==> src/rtl/lsu_pkg.sv <==
// lsu_pkg: definitions shared by the data-memory scheduler.
//   lsu_state_e    scheduler FSM encoding
//   DATA_W, BE_W   memory data and byte-enable widths
//   BYP_*          bypass layout {valid, rd, data}, data at bit 0
//   kill_hit       tag-indexed branch-kill test, operands zero-padded to
//                  KILL_TAG_MAX_W / KILL_VEC_MAX_W
//   cnt_width      width of a counter that must hold 0..max
package lsu_pkg;

  typedef enum logic [2:0] {
    ST_IDLE    = 3'd0,
    ST_REQ_LD  = 3'd1,
    ST_REQ_ST  = 3'd2,
    ST_WAIT_LD = 3'd3,
    ST_WAIT_ST = 3'd4
  } lsu_state_e;

  localparam int DATA_W = 32;
  localparam int BE_W   = 4;

  // Bypass word: data in [DATA_W-1:0], rd directly above it, valid on top.
  localparam int BYP_DATA_LSB = 0;
  localparam int BYP_RD_LSB   = DATA_W;

  // Kill vectors and tags from any backend unit are zero-padded to these
  // widths so one predicate covers every branch-tag width up to 8 bits.
  localparam int KILL_TAG_MAX_W = 8;
  localparam int KILL_VEC_MAX_W = 1 << KILL_TAG_MAX_W;

  function automatic logic kill_hit(input logic [KILL_VEC_MAX_W-1:0] kill_vec,
                                    input logic [KILL_TAG_MAX_W-1:0] tag);
    return kill_vec[tag];
  endfunction

  function automatic int cnt_width(input int max_val);
    return (max_val < 1) ? 1 : $clog2(max_val + 1);
  endfunction

endpackage

==> src/rtl/lsu_prio_arb.sv <==
// lsu_prio_arb: store/load priority decision for the memory scheduler and
// the saturating count of load grants taken while a store was waiting.
//   clk, rst   clock, synchronous active-high reset
//   arb_en     scheduler is idle; decision is used and the count may move
//   ld_valid   load head request
//   st_valid   committed-store head request
//   st_full    store queue full, store forced ahead
//   ld_win     load wins this cycle
//   st_win     store wins this cycle
module lsu_prio_arb
  import lsu_pkg::*;
#(
  parameter int STARVE_MAX = 4
) (
  input  logic clk,
  input  logic rst,
  input  logic arb_en,
  input  logic ld_valid,
  input  logic st_valid,
  input  logic st_full,
  output logic ld_win,
  output logic st_win
);

  localparam int CNT_W = cnt_width(STARVE_MAX);

  logic [CNT_W-1:0] starve_q;
  logic             starved;

  assign starved = (starve_q == CNT_W'(STARVE_MAX));
  assign st_win  = st_valid && (st_full || starved || !ld_valid);
  assign ld_win  = ld_valid && !st_win;

  // A load taken at request time and then dropped by branch kill still
  // counts: the store was held off that cycle all the same.
  always_ff @(posedge clk) begin
    if (rst) begin
      starve_q <= '0;
    end else if (arb_en) begin
      if (st_win) begin
        starve_q <= '0;
      end else if (ld_win && st_valid && !starved) begin
        starve_q <= starve_q + CNT_W'(1);
      end
    end
  end

endmodule

==> src/rtl/lsu_mem_sched.sv <==
// lsu_mem_sched: single data-memory port scheduler behind the LSU.
// Picks between the LAQ head (load) and the committed SAQ head (store),
// keeps one access outstanding, and drops or squashes loads hit by branch
// kill. Stores are already committed and are never killed.
//   i_clk, i_rst                clock, synchronous active-high reset
//   i_ld_* / o_ld_ready         load head request and consume pulse
//   i_st_* / o_st_ready         store head request and consume pulse
//   i_brkill                    one kill bit per branch tag
//   o_mem_* / i_mem_*           memory request, grant and response
//   o_valid, o_addr, o_data     registered load writeback
//   o_bypass                    {valid, rd, data} straight from the response
//
// state      | meaning
// -----------+------------------------------------------------------
// ST_IDLE    | arbitrating; winner latched, its ready pulses
// ST_REQ_LD  | load request on the port, waiting for grant
// ST_REQ_ST  | store request on the port, waiting for grant
// ST_WAIT_LD | load granted, waiting for read data
// ST_WAIT_ST | store granted, waiting for write ack
module lsu_mem_sched
  import lsu_pkg::*;
#(
  parameter int WIDTH_MEM  = 4,
  parameter int WIDTH_BRM  = 4,
  parameter int WIDTH_REG  = 5,
  parameter int STARVE_MAX = 4
) (
  input  logic                        i_clk,
  input  logic                        i_rst,
  input  logic                        i_ld_valid,
  output logic                        o_ld_ready,
  input  logic [WIDTH_MEM-1:0]        i_ld_addr,
  input  logic [WIDTH_REG-1:0]        i_ld_rd,
  input  logic [WIDTH_BRM-1:0]        i_ld_brtag,
  input  logic                        i_st_valid,
  output logic                        o_st_ready,
  input  logic [WIDTH_MEM-1:0]        i_st_addr,
  input  logic [DATA_W-1:0]           i_st_data,
  input  logic [BE_W-1:0]             i_st_be,
  input  logic                        i_st_full,
  input  logic [(1<<WIDTH_BRM)-1:0]   i_brkill,
  output logic                        o_mem_req,
  output logic                        o_mem_we,
  output logic [WIDTH_MEM-1:0]        o_mem_addr,
  output logic [DATA_W-1:0]           o_mem_wdata,
  output logic [BE_W-1:0]             o_mem_be,
  input  logic                        i_mem_gnt,
  input  logic                        i_mem_rvalid,
  input  logic [DATA_W-1:0]           i_mem_rdata,
  output logic                        o_valid,
  output logic [WIDTH_REG-1:0]        o_addr,
  output logic [DATA_W-1:0]           o_data,
  output logic [DATA_W+WIDTH_REG:0]   o_bypass
);

  lsu_state_e state_q, state_d;

  logic [WIDTH_MEM-1:0] h_addr;
  logic [WIDTH_REG-1:0] h_rd;
  logic [WIDTH_BRM-1:0] h_tag;
  logic [DATA_W-1:0]    h_wdata;
  logic [BE_W-1:0]      h_be;
  logic                 kill_q;

  logic ld_win, st_win;
  logic ld_ready, st_ready, ld_accept, st_accept;
  logic mem_req, mem_we, ld_rsp, ld_rsp_valid;
  logic head_killed, held_killed;

  logic [KILL_VEC_MAX_W-1:0] kill_ext;
  logic [KILL_TAG_MAX_W-1:0] head_tag_ext, held_tag_ext;

  always_comb begin
    kill_ext     = '0;
    head_tag_ext = '0;
    held_tag_ext = '0;
    kill_ext[(1<<WIDTH_BRM)-1:0] = i_brkill;
    head_tag_ext[WIDTH_BRM-1:0]  = i_ld_brtag;
    held_tag_ext[WIDTH_BRM-1:0]  = h_tag;
  end

  assign head_killed = kill_hit(kill_ext, head_tag_ext);
  assign held_killed = kill_hit(kill_ext, held_tag_ext);

  lsu_prio_arb #(
    .STARVE_MAX(STARVE_MAX)
  ) u_arb (
    .clk      (i_clk),
    .rst      (i_rst),
    .arb_en   (state_q == ST_IDLE),
    .ld_valid (i_ld_valid),
    .st_valid (i_st_valid),
    .st_full  (i_st_full),
    .ld_win   (ld_win),
    .st_win   (st_win)
  );

  always_ff @(posedge i_clk) begin
    if (i_rst) state_q <= ST_IDLE;
    else       state_q <= state_d;
  end

  always_comb begin
    state_d   = state_q;
    ld_ready  = 1'b0;
    st_ready  = 1'b0;
    ld_accept = 1'b0;
    st_accept = 1'b0;
    mem_req   = 1'b0;
    mem_we    = 1'b0;
    ld_rsp    = 1'b0;
    case (state_q)
      ST_IDLE: begin
        if (st_win) begin
          st_ready  = 1'b1;
          st_accept = 1'b1;
          state_d   = ST_REQ_ST;
        end else if (ld_win) begin
          // A load already under kill is consumed and dropped; the port
          // stays free and the store waits for the next decision.
          ld_ready = 1'b1;
          if (!head_killed) begin
            ld_accept = 1'b1;
            state_d   = ST_REQ_LD;
          end
        end
      end
      ST_REQ_LD: begin
        mem_req = 1'b1;
        if (i_mem_gnt) state_d = ST_WAIT_LD;
      end
      ST_REQ_ST: begin
        mem_req = 1'b1;
        mem_we  = 1'b1;
        if (i_mem_gnt) state_d = ST_WAIT_ST;
      end
      ST_WAIT_LD: begin
        if (i_mem_rvalid) begin
          ld_rsp  = 1'b1;
          state_d = ST_IDLE;
        end
      end
      ST_WAIT_ST: begin
        if (i_mem_rvalid) state_d = ST_IDLE;
      end
      default: state_d = ST_IDLE;
    endcase
  end

  always_ff @(posedge i_clk) begin
    if (i_rst) begin
      h_addr  <= '0;
      h_rd    <= '0;
      h_tag   <= '0;
      h_wdata <= '0;
      h_be    <= '0;
    end else if (ld_accept) begin
      h_addr <= i_ld_addr;
      h_rd   <= i_ld_rd;
      h_tag  <= i_ld_brtag;
    end else if (st_accept) begin
      h_addr  <= i_st_addr;
      h_wdata <= i_st_data;
      h_be    <= i_st_be;
    end
  end

  // Sticky kill for the load in flight; a kill seen in the response cycle
  // itself is folded in combinationally through held_killed.
  always_ff @(posedge i_clk) begin
    if (i_rst) begin
      kill_q <= 1'b0;
    end else if ((state_q == ST_REQ_LD) || (state_q == ST_WAIT_LD)) begin
      kill_q <= ld_rsp ? 1'b0 : (kill_q | held_killed);
    end else begin
      kill_q <= 1'b0;
    end
  end

  assign ld_rsp_valid = ld_rsp && !kill_q && !held_killed;

  always_ff @(posedge i_clk) begin
    if (i_rst) begin
      o_valid <= 1'b0;
      o_addr  <= '0;
      o_data  <= '0;
    end else begin
      o_valid <= ld_rsp_valid;
      if (ld_rsp_valid) begin
        o_addr <= h_rd;
        o_data <= i_mem_rdata;
      end
    end
  end

  // Combinational outputs are forced low while reset is held so nothing
  // leaks out before the state register has been cleared.
  always_comb begin
    o_bypass = '0;
    if (ld_rsp && !i_rst) begin
      o_bypass[BYP_DATA_LSB +: DATA_W]  = i_mem_rdata;
      o_bypass[BYP_RD_LSB +: WIDTH_REG] = h_rd;
      o_bypass[DATA_W+WIDTH_REG]        = ld_rsp_valid;
    end
  end

  assign o_ld_ready  = ld_ready && !i_rst;
  assign o_st_ready  = st_ready && !i_rst;
  assign o_mem_req   = mem_req && !i_rst;
  assign o_mem_we    = mem_we && !i_rst;
  assign o_mem_addr  = o_mem_req ? h_addr : '0;
  assign o_mem_wdata = o_mem_we ? h_wdata : '0;
  assign o_mem_be    = o_mem_we ? h_be : '0;

endmodule

==> config.mk <==
export PLATFORM = sky130hd
export DESIGN_NAME = lsu_mem_sched
export DESIGN_NICKNAME = d
export VERILOG_FILES = /design/src/rtl/lsu_pkg.sv /design/src/rtl/lsu_prio_arb.sv /design/src/rtl/lsu_mem_sched.sv
export SDC_FILE = /design/constraint.sdc
export NUM_CORES = 1
export LEC_CHECK = 0
export CAP_MARGIN = 20
export CORE_MARGIN = 2
export CORE_UTILIZATION = 45
export DETAILED_ROUTE_END_ITERATION = 7
export PLACE_DENSITY = 0.86
export SLEW_MARGIN = 20
export SYNTH_ARGS = -nofsm -noshare
export SYNTH_HDL_FRONTEND = slang
export SYNTH_SLANG_ARGS = --single-unit
==> constraint.sdc <==
create_clock -name i_clk -period 3.8 [get_ports i_clk]
set_input_delay 0.76 -clock i_clk [delete_from_list [all_inputs] [get_ports i_clk]]
set_output_delay 0.76 -clock i_clk [all_outputs]
set_load 0.01 [all_outputs]
=== Word-level counts from Yosys, hierarchy flattened ===
Cells that the tools add are included.

* Register bits: 94
* Logic and storage cells: 88

* $add $sub $neg: 1
* $lt $le $gt $ge: 2
* Eq/ne operators: 10
* Muxes and demuxes: 32
* Bitwise operators: 3
* Reduce and logical (&&, ||, !) cells: 29

{| class="wikitable"
|+ Operators by type and width
! operator !! number
|-
| 38-bit two-way mux || 1
|-
| 32-bit two-way mux || 1
|-
| 3-bit two-way mux || 8
|-
| 4-bit by 9-bit < comparator with 1-bit output, second input constant || 2
|-
| 4-bit two-way mux || 4
|-
| 1-bit two-way mux || 15
|-
| 3-bit one-hot mux with 4 select lines || 1
|-
| 1-bit logical AND || 11
|-
| 1-bit binary-select mux with 4-bit select || 2
|-
| 3-bit by 2-bit == test with 1-bit output, second input constant || 2
|-
| 3-bit == test, second input constant || 2
|-
| 1-bit zero test || 6
|-
| 3-bit inequality test, second input constant || 2
|-
| 5-bit AND reduction || 1
|-
| 2-bit inequality test, second input constant || 2
|-
| 2-bit AND reduction || 2
|-
| 2-bit nonzero test || 2
|-
| 2-bit OR reduction || 2
|-
| 3-bit by 1-bit adder with 3-bit output, second input constant || 1
|-
| 3-bit by 1-bit == test with 1-bit output, second input constant || 1
|-
| 3-bit zero test || 1
|-
| 1-bit logical OR || 3
|-
| 3-bit OR reduction || 1
|-
| 2-bit by 1-bit inequality test with 1-bit output, second input constant || 1
|-
| 2 further kinds || 3
|}

=== Logic depth before layout (Yosys ltp) ===
Gate-level depths: netlist of run 1.

* Depth in word-level cells: 11
* Depth in mapped cells: 8

=== Cells and area by module ===
From an unflattened synthesis of run 1, not the netlist that was laid out.

* Cell total of the unflattened synthesis: 558
* Area, all modules: 4968.5 um^2

{| class="wikitable"
|+ By module, submodules not included
! module !! times used !! cells an instance !! area an instance (um^2) !! sequential area each (um^2)
|-
| lsu_mem_sched || 1 || 534 || 4769.6 || 1821.7
|-
| lsu_prio_arb || 1 || 24 || 198.9 || 60.1
|}

=== Worst setup path after synthesis of run 1 ===
Ideal clock, no wire load.

* Kind: input to output
* Start point: in i_st_valid
* End point: out o_st_ready
* Arrival time: 2039 ps
* Required time: 3040 ps
* Slack: 1001 ps
* Stages on the path: 6
* Buffers on the path: 3
* Path through: or4b_1 > clkbuf_1 > a21o_1 > buf_2 > buf_2 > nor2_1

* Word-level cells in the longest chain between the ends: 4

{| class="wikitable"
|+ Ends and longest elaborated chain
! what !! RTL line !! source
|-
| from (decl) || lsu_mem_sched.sv:35 || <nowiki>input logic i_st_valid,</nowiki>
|-
| 1-bit logical AND || lsu_prio_arb.sv:31 || <nowiki>assign st_win = st_valid && (st_full || starved || !ld_valid);</nowiki>
|-
| 1-bit two-way mux || lsu_mem_sched.sv:114 || <nowiki>if (st_win) begin</nowiki>
|-
| 1-bit two-way mux || lsu_mem_sched.sv:112 || <nowiki>case (state_q)</nowiki>
|-
| 1-bit logical AND || lsu_mem_sched.sv:208 || <nowiki>assign o_st_ready = st_ready && !i_rst;</nowiki>
|-
| to (decl) || lsu_mem_sched.sv:36 || <nowiki>output logic o_st_ready,</nowiki>
|}

Every way passes these cells.

=== Worst setup path after layout of run 1 ===
* Start point: in i_brkill[14]
* End point: out o_bypass[37]

* Word-level cells in the longest chain between the ends: 5

{| class="wikitable"
|+ Ends and longest elaborated chain
! what !! RTL line !! source
|-
| from (decl) || lsu_mem_sched.sv:41 || <nowiki>input logic [(1<<WIDTH_BRM)-1:0] i_brkill,</nowiki>
|-
| 1-bit binary-select mux with 4-bit select || lsu_pkg.sv:32 || <nowiki>return kill_vec[tag];</nowiki>
|-
| 1-bit two-way mux (implied by the code) || lsu_pkg.sv:32 ||
|-
| 1-bit zero test || lsu_mem_sched.sv:180 || <nowiki>assign ld_rsp_valid = ld_rsp && !kill_q && !held_killed;</nowiki>
|-
| 1-bit logical AND || lsu_mem_sched.sv:180 ||
|-
| 38-bit two-way mux || lsu_mem_sched.sv:200 || <nowiki>if (ld_rsp && !i_rst) begin</nowiki>
|-
| to (decl) || lsu_mem_sched.sv:53 || <nowiki>output logic [DATA_W+WIDTH_REG:0] o_bypass</nowiki>
|}

Every way passes these cells. The select of a mux whose other input is x is not followed.

==> results of run 1 <==
==> sequential cells by signal (all words and copies together) (netlist names), 3 cells and up <==
signal,count
h_wdata,32
o_data,32
h_rd,5
o_addr,5
h_addr,4
h_be,4
h_tag,4
state_q,3
u_arb.starve_q,3
==> synthesized netlist by cell type, types with 2 or more instances <==
cell	count
nor2b_1	5
a21oi_1	47
a31oi_1	2
buf_12	3
nor2_1	14
or2b_2	32
or4b_1	3
mux2_2	3
inv_1	5
nand2_1	86
dfxtp_1	94
and2_1	77
ha_1	2
buf_4	5
or2b_1	15
mux4_2	5
clkbuf_1	22
buf_2	6
nor4_1	2
buf_6	3
mux2_1	2
mux2i_1	56
nor3_1	5
nand3b_1	3
o211ai_1	2
nand2b_1	40
==> critical path, cell delays in order <==
cell             delay, ps
clkdlybuf4s50_1        500
mux2i_1                 90
mux4_2                 480
or2_1                  220
o211ai_1               140
nor4_1                  80
clkdlybuf4s50_1        490
==> power by group through the flow <==
stage	sequential [mW]	combinational (mW)	clock, mW
2_1_floorplan	1.08	0.263	0
3_3_place_gp	1.10	0.426	0
3_5_place_dp	1.10	0.440	0
4_1_cts	1.08	0.442	0.740
5_1_grt	1.09	0.483	0.781
6_report	1.08	0.441	0.714
==> final cells by class <==
class	instances	share of cell area [%]
timing repair buffer	236	31.45
tap	140	2.357
multi-input combinational	419	37.73
inverter	5	0.2525
sequential	94	25.32
clock inverter	4	0.9428
clock buffer	12	1.953
==> final timing paths <==
check,cells after the start,end,slack (ps)
hold / removal,2,h_be[1],450
setup / recovery,7,o_bypass[37],280
setup reg to reg,6,o_data[4],1510
hold reg to reg,2,h_be[1],450
==> cell families (layout without fill, tap and decap cells) <==
group	count (synthesis)	count (layout)	synth area share (%)
muxes	66	66	14.73
xor gates and xnor gates	1	1	0.1769
adders and majority gates	2	2	0.5052
and+or+nand+nor	290	290	34.08
DFF	94	94	38.00
buffers and inverters	46	257	5.659
AOI/OAI and AO/OA	60	60	6.847
==> routing by layer <==
layer | up-vias | global-route usage (%)
met3 | 23 | 6.575
met5 | - | 0
met4 | 0 | 9.524
met1 | 2057 | 25.70
li1 | 2243 | -
met2 | 198 | 38.15
==> metrics, run 1 <==
asr flop ratio synth 0%; Slew headroom 42.84%; CTS tree built; status finished, final reports clean; hold buffers post-CTS 0; Die X 108.9 µm; DP HPWL slightly below 10000 µm; die extent in y 108.9 µm; post-CTS resize count 0; wire length per cell between 10 and 15 µm; Worst Slack Setup Final 278.0 ps; Min-Delay Path Class flip-flop to flip-flop; routed length on met3 1305 µm; P_leak 2.697 nW; diode count 0; commonest non-fill, non-tap cell in the layout clkdlybuf4s50_1; largest net degree at the start of global routing around 110; clock sink count 94; Worst setup EP type primary output; Core Region around 0.011 mm²; Synth Cell Area 0.004952 mm²; top sig layer met4; CP startpoint kind input port; most frequent cells in the layout clkdlybuf4s50_1, dfxtp_1, nand2_1, and2_1, mux2i_1; GP Congestion 0.9139; Syn Area/Cell a little under 9 µm²; post-route cell area between 0.007 and 0.008 mm²; Logic pwr share 19.7%; Worst EP arrival 2760 ps; Primary FF master, synth dfxtp_1; Least-Margin Pin Slew between 800 and 900 ps; Multi-input gate area 0.002804 mm²; Post-Syn Nets ~670; worst skew pair latency between 300 and 400 ps; Sw Pwr 0.5668 mW; Final Cycle Share 92.68%; final setup TNS 0 ps; Clock transition at path regs 80 ps; Port Buffer Count 227; Post-CTS Setup Repair Bufs 0; CTS Root Cell clkbuf_8; CP startpoint i_brkill[14]; post-layout util ~70%; htree depth 3; Synth area leaders dfxtp_1, mux2i_1, and2_1, nand2_1, or2b_2; Final Max Tran Viols 0; worst hold slack 454.4 ps; Fillers 808; Worst Path Required 3040 ps; unrepaired setup endpoints after global routing no; Via Count 4521; cts bufs inserted 9; post-route insts no fill 910; fin nets 875; peak supply drop 189.6 µV; area share of the largest cell type after synthesis 38.00%; worst slack, placed 317.9 ps; fin crit period 3522 ps; switch share between 20% and 30%; FP Rows 38; Max clock buf depth 2; Ys Warns 0; Routed Antenna Nets 0; first-pass GRT wire length 20840 µm; CP max FO 3; Initial Util 45.88%; max_cap viols 0; sequential area share after synthesis 38.00%; Reg area 0.001882 mm²; EDFF count, synth 0; cells after synthesis 559; hold path start h_be[1]; antenna violations before repair 0; full die area 0.01186 mm²; GR Overflow Total 0; Global Route Usage Sum 22.25%; final setup violation count 0; DR DRC count 0; Worst Skew ~6.6 ps; M1 wire length 5383 µm; Placement Cell Area 0.007217 mm²; Power Internal 1.667 mW; vias in the first global route 4456; Placed Cells 894; WL final ~13000 µm; FMAX ~280 MHz; Reg power frac 48.3%; Area growth syn-to-layout 50.08%; 1st-iter DRT viols 195; top cell type by total area after synthesis dfxtp_1; post-synthesis cell type count 46; FF-to-FF Start state_q[1]; Power Density 300.5 mW/mm²; Power Total 2.234 mW; Fin. Hold Viols 0; met2 wire len around 6400 µm; drt via density 4.968; clock power share 32.0%; share of cells above drive strength 1 9.351%; DR pass1 iterations 4; io pins around 230; Crit Path Class input port to primary output; FF+latch count, synth 94
Note: power is estimated with default switching activity, not from simulation.
==> run 2, diff against run 1 <==
--- a/config.mk
+++ b/config.mk
@@ -6,10 +6,12 @@
 export NUM_CORES = 1
 export LEC_CHECK = 0
 export CAP_MARGIN = 20
+export CELL_PAD_IN_SITES_DETAIL_PLACEMENT = 1
+export CELL_PAD_IN_SITES_GLOBAL_PLACEMENT = 1
 export CORE_MARGIN = 2
-export CORE_UTILIZATION = 45
+export CORE_UTILIZATION = 32
 export DETAILED_ROUTE_END_ITERATION = 7
-export PLACE_DENSITY = 0.86
+export PLACE_DENSITY_LB_ADDON = 0.1
 export SLEW_MARGIN = 20
 export SYNTH_ARGS = -nofsm -noshare
 export SYNTH_HDL_FRONTEND = slang
==> run 2 against run 1 <==
Count of clock-buffer cells in the layout is 2 higher; first-iteration DRC count is 14% lower; final area is 2.5% higher; combinational power is 2% higher; register-to-register slack worse by 160 ps; clock power is 26% higher; sequential cell count stayed put; sequential share of layout area is 0.61 points lower; total power is 8.9% higher; non-clock buffer count stayed put; final cell count is 5.3% higher; global-route usage is 4.5 points lower.
==> metrics, run 2 (synthesis gave the netlist of run 1 again) <==
fin crit period 3497 ps; P_leak 2.743 nW; unrepaired setup endpoints after global routing no; status finished, final reports clean; htree depth 3; Via Count approximately 4500; Reg2Reg Depth 8; DR DRC count 0; Port Buffer Count 227; 1st-iter DRT viols 167; hold buffers post-CTS 0; drt via density 4.689; clock sink count 94; max_cap viols 0; Core Region approximately 0.015 mm²; Reg2Reg Setup Slack 1350 ps; post-route cell area approximately 0.0076 mm²; CTS Root Cell clkbuf_16; WL final between 10000 and 15000 µm; Multi-input gate area between 0.002 and 0.003 mm²; post-route insts no fill 958; commonest non-fill, non-tap cell in the layout clkdlybuf4s50_1; wire length per cell 15.49 µm; worst skew pair latency roughly 340 ps; share of cells above drive strength 1 9.610%; peak supply drop 188.4 µV; post-CTS resize count 0; Global Route Usage Sum 17.77%; Die X 128.4 µm; antenna violations before repair 0; Worst R2R End h_tag[0]; Area growth syn-to-layout 53.79%; Min-Delay Path Class flip-flop to flip-flop; diode count 0; routed length on met3 1158 µm; top sig layer met4; Post-CTS Setup Repair Bufs 0; CTS tree built; Fillers 1735; GR Overflow Total 0; worst hold slack 452.8 ps; Power Total ~2.4 mW; io pins 228; cts bufs inserted 9; first-pass GRT wire length 23470 µm; Worst setup EP type primary output; die extent in y 128.4 µm; FF-to-FF Start u_arb.starve_q[0]; CP startpoint i_brkill[14]; met2 wire len 7089 µm; Fin. Hold Viols 0; Least-Margin Pin Slew between 500 and 600 ps; Clock transition at path regs around 60 ps; final setup TNS 0 ps; Max clock buf depth 2; Crit Path Class input port to primary output; full die area roughly 0.016 mm²; most frequent cells in the layout clkdlybuf4s50_1, dfxtp_1, nand2_1, and2_1, mux2i_1; Reg area 0.001882 mm²; Routed Antenna Nets 0; FMAX 286.0 MHz; final setup violation count 0; Worst EP arrival 2740 ps; Final Cycle Share 92.02%; vias in the first global route 4697; fin nets between 800 and 900; Worst Skew 6.145 ps; M1 wire length 6415 µm; Power Density ~320 mW/mm²; largest net degree at the start of global routing 76; Final Max Tran Viols 0; Slew headroom 63.02%; CP max FO 3; Top Registers h_wdata x32, o_data x32; DP HPWL around 11000 µm; Worst Path Required between 3000 and 4000 ps; CP startpoint kind input port; worst setup path endpoint o_bypass[37]; FP Rows 45; Placement Cell Area 0.007310 mm²; Initial Util 32.70%; GP Congestion 0.7367; DR pass1 iterations 4; Placed Cells 942
==> run 2: layout make-up <==
type	count	share of cell area [%]
Timing Repair Buffer	236	31.02
Multi-Input combinational cell	419	36.91
Tap cell	188	3.089
Clock inverter	2	0.1643
Inverter	5	0.2464
Sequential cell	94	24.71
Clock buffer	14	3.861
==> run 2: worst min path at each step <==
stage	endpoint	startpoint	depth (start not counted)
2_1_floorplan	h_be[0]	h_be[0]	2
3_5_place_dp	h_be[0]	h_be[0]	2
4_1_cts	h_be[0]	h_be[0]	2
5_1_grt	h_wdata[25]	h_wdata[25]	2
3_3_place_gp	h_wdata[29]	h_wdata[29]	2
6_report	h_be[0]	h_be[0]	2
==> run 2: critical path, cell delays in order <==
cell             delay (ps)
clkdlybuf4s50_1         490
mux2i_1                  70
mux4_2                  490
or2_1                   220
o211ai_1                140
nor4_1                   80
clkdlybuf4s50_1         490
==> run 2: through the flow <==
stage	utilization (%)	worst slack, ps
global placement	48.26	300.2
global route	50.29	197.6
CTS	50.29	285.2
finish	50.29	303.2
detailed placement	48.26	293.2
floorplan	-	1001
==> run 2: power by group <==
part	switching (mW)	total, mW	internal, mW
Combinational	0.208	0.451	0.243
Clock	0.371	0.903	0.532
Sequential	0.0400	1.08	1.04
==> run 2: routing by layer <==
| layer | global-route usage [%] | vias up |
|---|---|---|
| li1 | - | 2240 |
| met2 | 30.41 | 141 |
| met1 | 21.53 | 2097 |
| met4 | 5.624 | 0 |
| met3 | 5.198 | 14 |
| met5 | 0 | - |
==> run 3, diff against run 2 <==
--- a/config.mk
+++ b/config.mk
@@ -5,6 +5,7 @@
 export SDC_FILE = /design/constraint.sdc
 export NUM_CORES = 1
 export LEC_CHECK = 0
+export ABC_CLOCK_PERIOD_IN_PS = 3800
 export CAP_MARGIN = 20
 export CELL_PAD_IN_SITES_DETAIL_PLACEMENT = 1
 export CELL_PAD_IN_SITES_GLOBAL_PLACEMENT = 1
@@ -12,6 +13,7 @@
 export CORE_UTILIZATION = 32
 export DETAILED_ROUTE_END_ITERATION = 7
 export PLACE_DENSITY_LB_ADDON = 0.1
+export RECOVER_POWER = 100
 export SLEW_MARGIN = 20
 export SYNTH_ARGS = -nofsm -noshare
 export SYNTH_HDL_FRONTEND = slang
==> run 3 against run 2 <==
The run now ends with capacitance limit, slew limit left; non-clock buffer count stayed put; clock power hardly changed; utilization is 0.21 points lower; clock skew is 0.99 ps lower; first-iteration DRC count is 6.0% lower; wire length is 0.46% lower; die area stayed put; via count is 0.60% higher; count of clock-buffer cells in the layout stayed put; critical path depth is 1 lower; sequential share of layout area is 0.11 points higher; highest routed layer unchanged.
==> metrics, run 3 (synthesis gave the netlist of run 1 again) <==
fin crit period 3551 ps; worst skew pair latency 340 ps; CP max FO 5; CP startpoint kind input port; Reg2Reg Setup Slack 790 ps; Slew headroom -56.01%; share of cells above drive strength 1 between 9 and 10%; FP Rows 45; peak supply drop between 150 and 200 µV; Fillers 1738; Routed Antenna Nets 0; die extent in y ~130 µm; Final Max Tran Viols 76; Multi-input gate area ~0.0028 mm²; Slowest cell on crit path dlygate4sd3_1; Worst Path Required roughly 3000 ps; antenna violations before repair 0; Placed Cells 942; diode count 0; worst hold slack 452.4 ps; met2 wire len 7113 µm; WL final 14770 µm; top sig layer met4; Core Region 0.01515 mm²; post-CTS resize count 0; routed length on met3 1173 µm; full die area approximately 0.016 mm²; first-pass GRT wire length roughly 23000 µm; largest net degree at the start of global routing 76; Worst Skew about 5.2 ps; wire length per cell 15.42 µm; post-route insts no fill 958; DR pass1 iterations 4; Min-Delay Path Class flip-flop to flip-flop; Die X 128.4 µm; Initial Util about 33%; Area growth syn-to-layout 53.13%; Max clock buf depth 2; CTS Root Cell clkbuf_16; clock sink count 94; most used cell along the critical path dlygate4sd3_1; slowest stage delay, CP just over 600 ps; GP Congestion between 0.7 and 0.8; htree depth 3; Reg area about 0.0019 mm²; post-layout util 50.07%; vias in the first global route 4697; hold buffers post-CTS 0; Worst EP arrival 2790 ps; M1 wire length 6308 µm; crit-path cells dlygate4sd3_1 > a21oi_1 > o21a_1 > nand2_1 > nor2_1 > dlygate4sd3_1; P_leak 3.052 nW; CTS tree built; GR Overflow Total 0; Crit Path Class input port to primary output; Via Count 4519; 1st-iter DRT viols between 150 and 200; Worst setup EP type primary output; Port Buffer Count between 200 and 250; fin nets 875; status finished with violations; DR DRC count 0; max_cap viols 1; unrepaired setup endpoints after global routing no; most frequent cells in the layout clkdlybuf4s50_1, dlygate4sd3_1, dfxtp_1, nand2_1, and2_1; failing checks capacitance limit, slew limit; Final Cycle Share 93.44%; drt via density 4.717; CP bufs+invs 2; Power Density around 320 mW/mm²; io pins 228; Top Registers h_wdata x32, o_data x32; cts bufs inserted 9; post-route cell area between 0.007 and 0.008 mm²; final setup violation count 0; commonest non-fill, non-tap cell in the layout clkdlybuf4s50_1; Least-Margin Pin Slew approximately 2300 ps; final setup TNS 0 ps; cell family with most CP delay buffers and inverters; FMAX 281.6 MHz; Global Route Usage Sum approximately 18%; Placement Cell Area 0.007310 mm²; Post-CTS Setup Repair Bufs 0; DP HPWL 11190 µm; Fin. Hold Viols 0; Clock transition at path regs 60 ps
## run 3: cell count changes in the layout (fill, tap and decap cells not counted), moves of 3 or more
cell,previous run,this run
clkdlybuf4s50_1,226,128
dlygate4sd3_1,0,98
and2_0,0,20
and2_1,77,57
buf_4,8,5
clkbuf_2,0,3
## run 3: where the power goes
part,total (mW),switching [mW],leakage [nW],internal (mW)
combinational,0.444,0.206,2.14,0.237
clock,0.902,0.370,0.151,0.532
sequential,1.08,0.0398,0.763,1.04
## run 3: per-layer routing
metal	track usage (%)	vias up
li1	-	2245
met1	21.53	2110
met2	30.41	150
met3	5.198	14
met4	5.624	0
met5	0	-
## run 3: final timing paths
kind | from | end | cells past startpoint
worst max-delay path | i_st_full | o_ld_ready | 6
worst max register to register | state_q[1] | o_data[2] | 6
worst min register to register | h_wdata[14] | h_wdata[14] | 2
worst min-delay path | h_wdata[14] | h_wdata[14] | 2
## run 3: cell type report
cell class | count | area share (%)
well taps | 188 | 3.102
multi-input cells | 419 | 36.96
clock buffers | 14 | 3.877
repair buffers | 236 | 30.84
clock inverters | 2 | 0.1650
inverters | 5 | 0.2475
flip-flops and latches | 94 | 24.81
## run 3: tightest hold or removal path, stage by stage, from the launching register on
cell and delay [ps]:
dfxtp_1 310, nand2_1 50, a21oi_1 50
## run 3: stage by stage
stage	worst slack [ps]	power (mW)
3_5_place_dp	293.2	1.558
3_3_place_gp	300.2	1.539
6_report	249.4	2.425
2_1_floorplan	1001	1.342
5_1_grt	99.42	2.553
4_1_cts	285.2	2.473
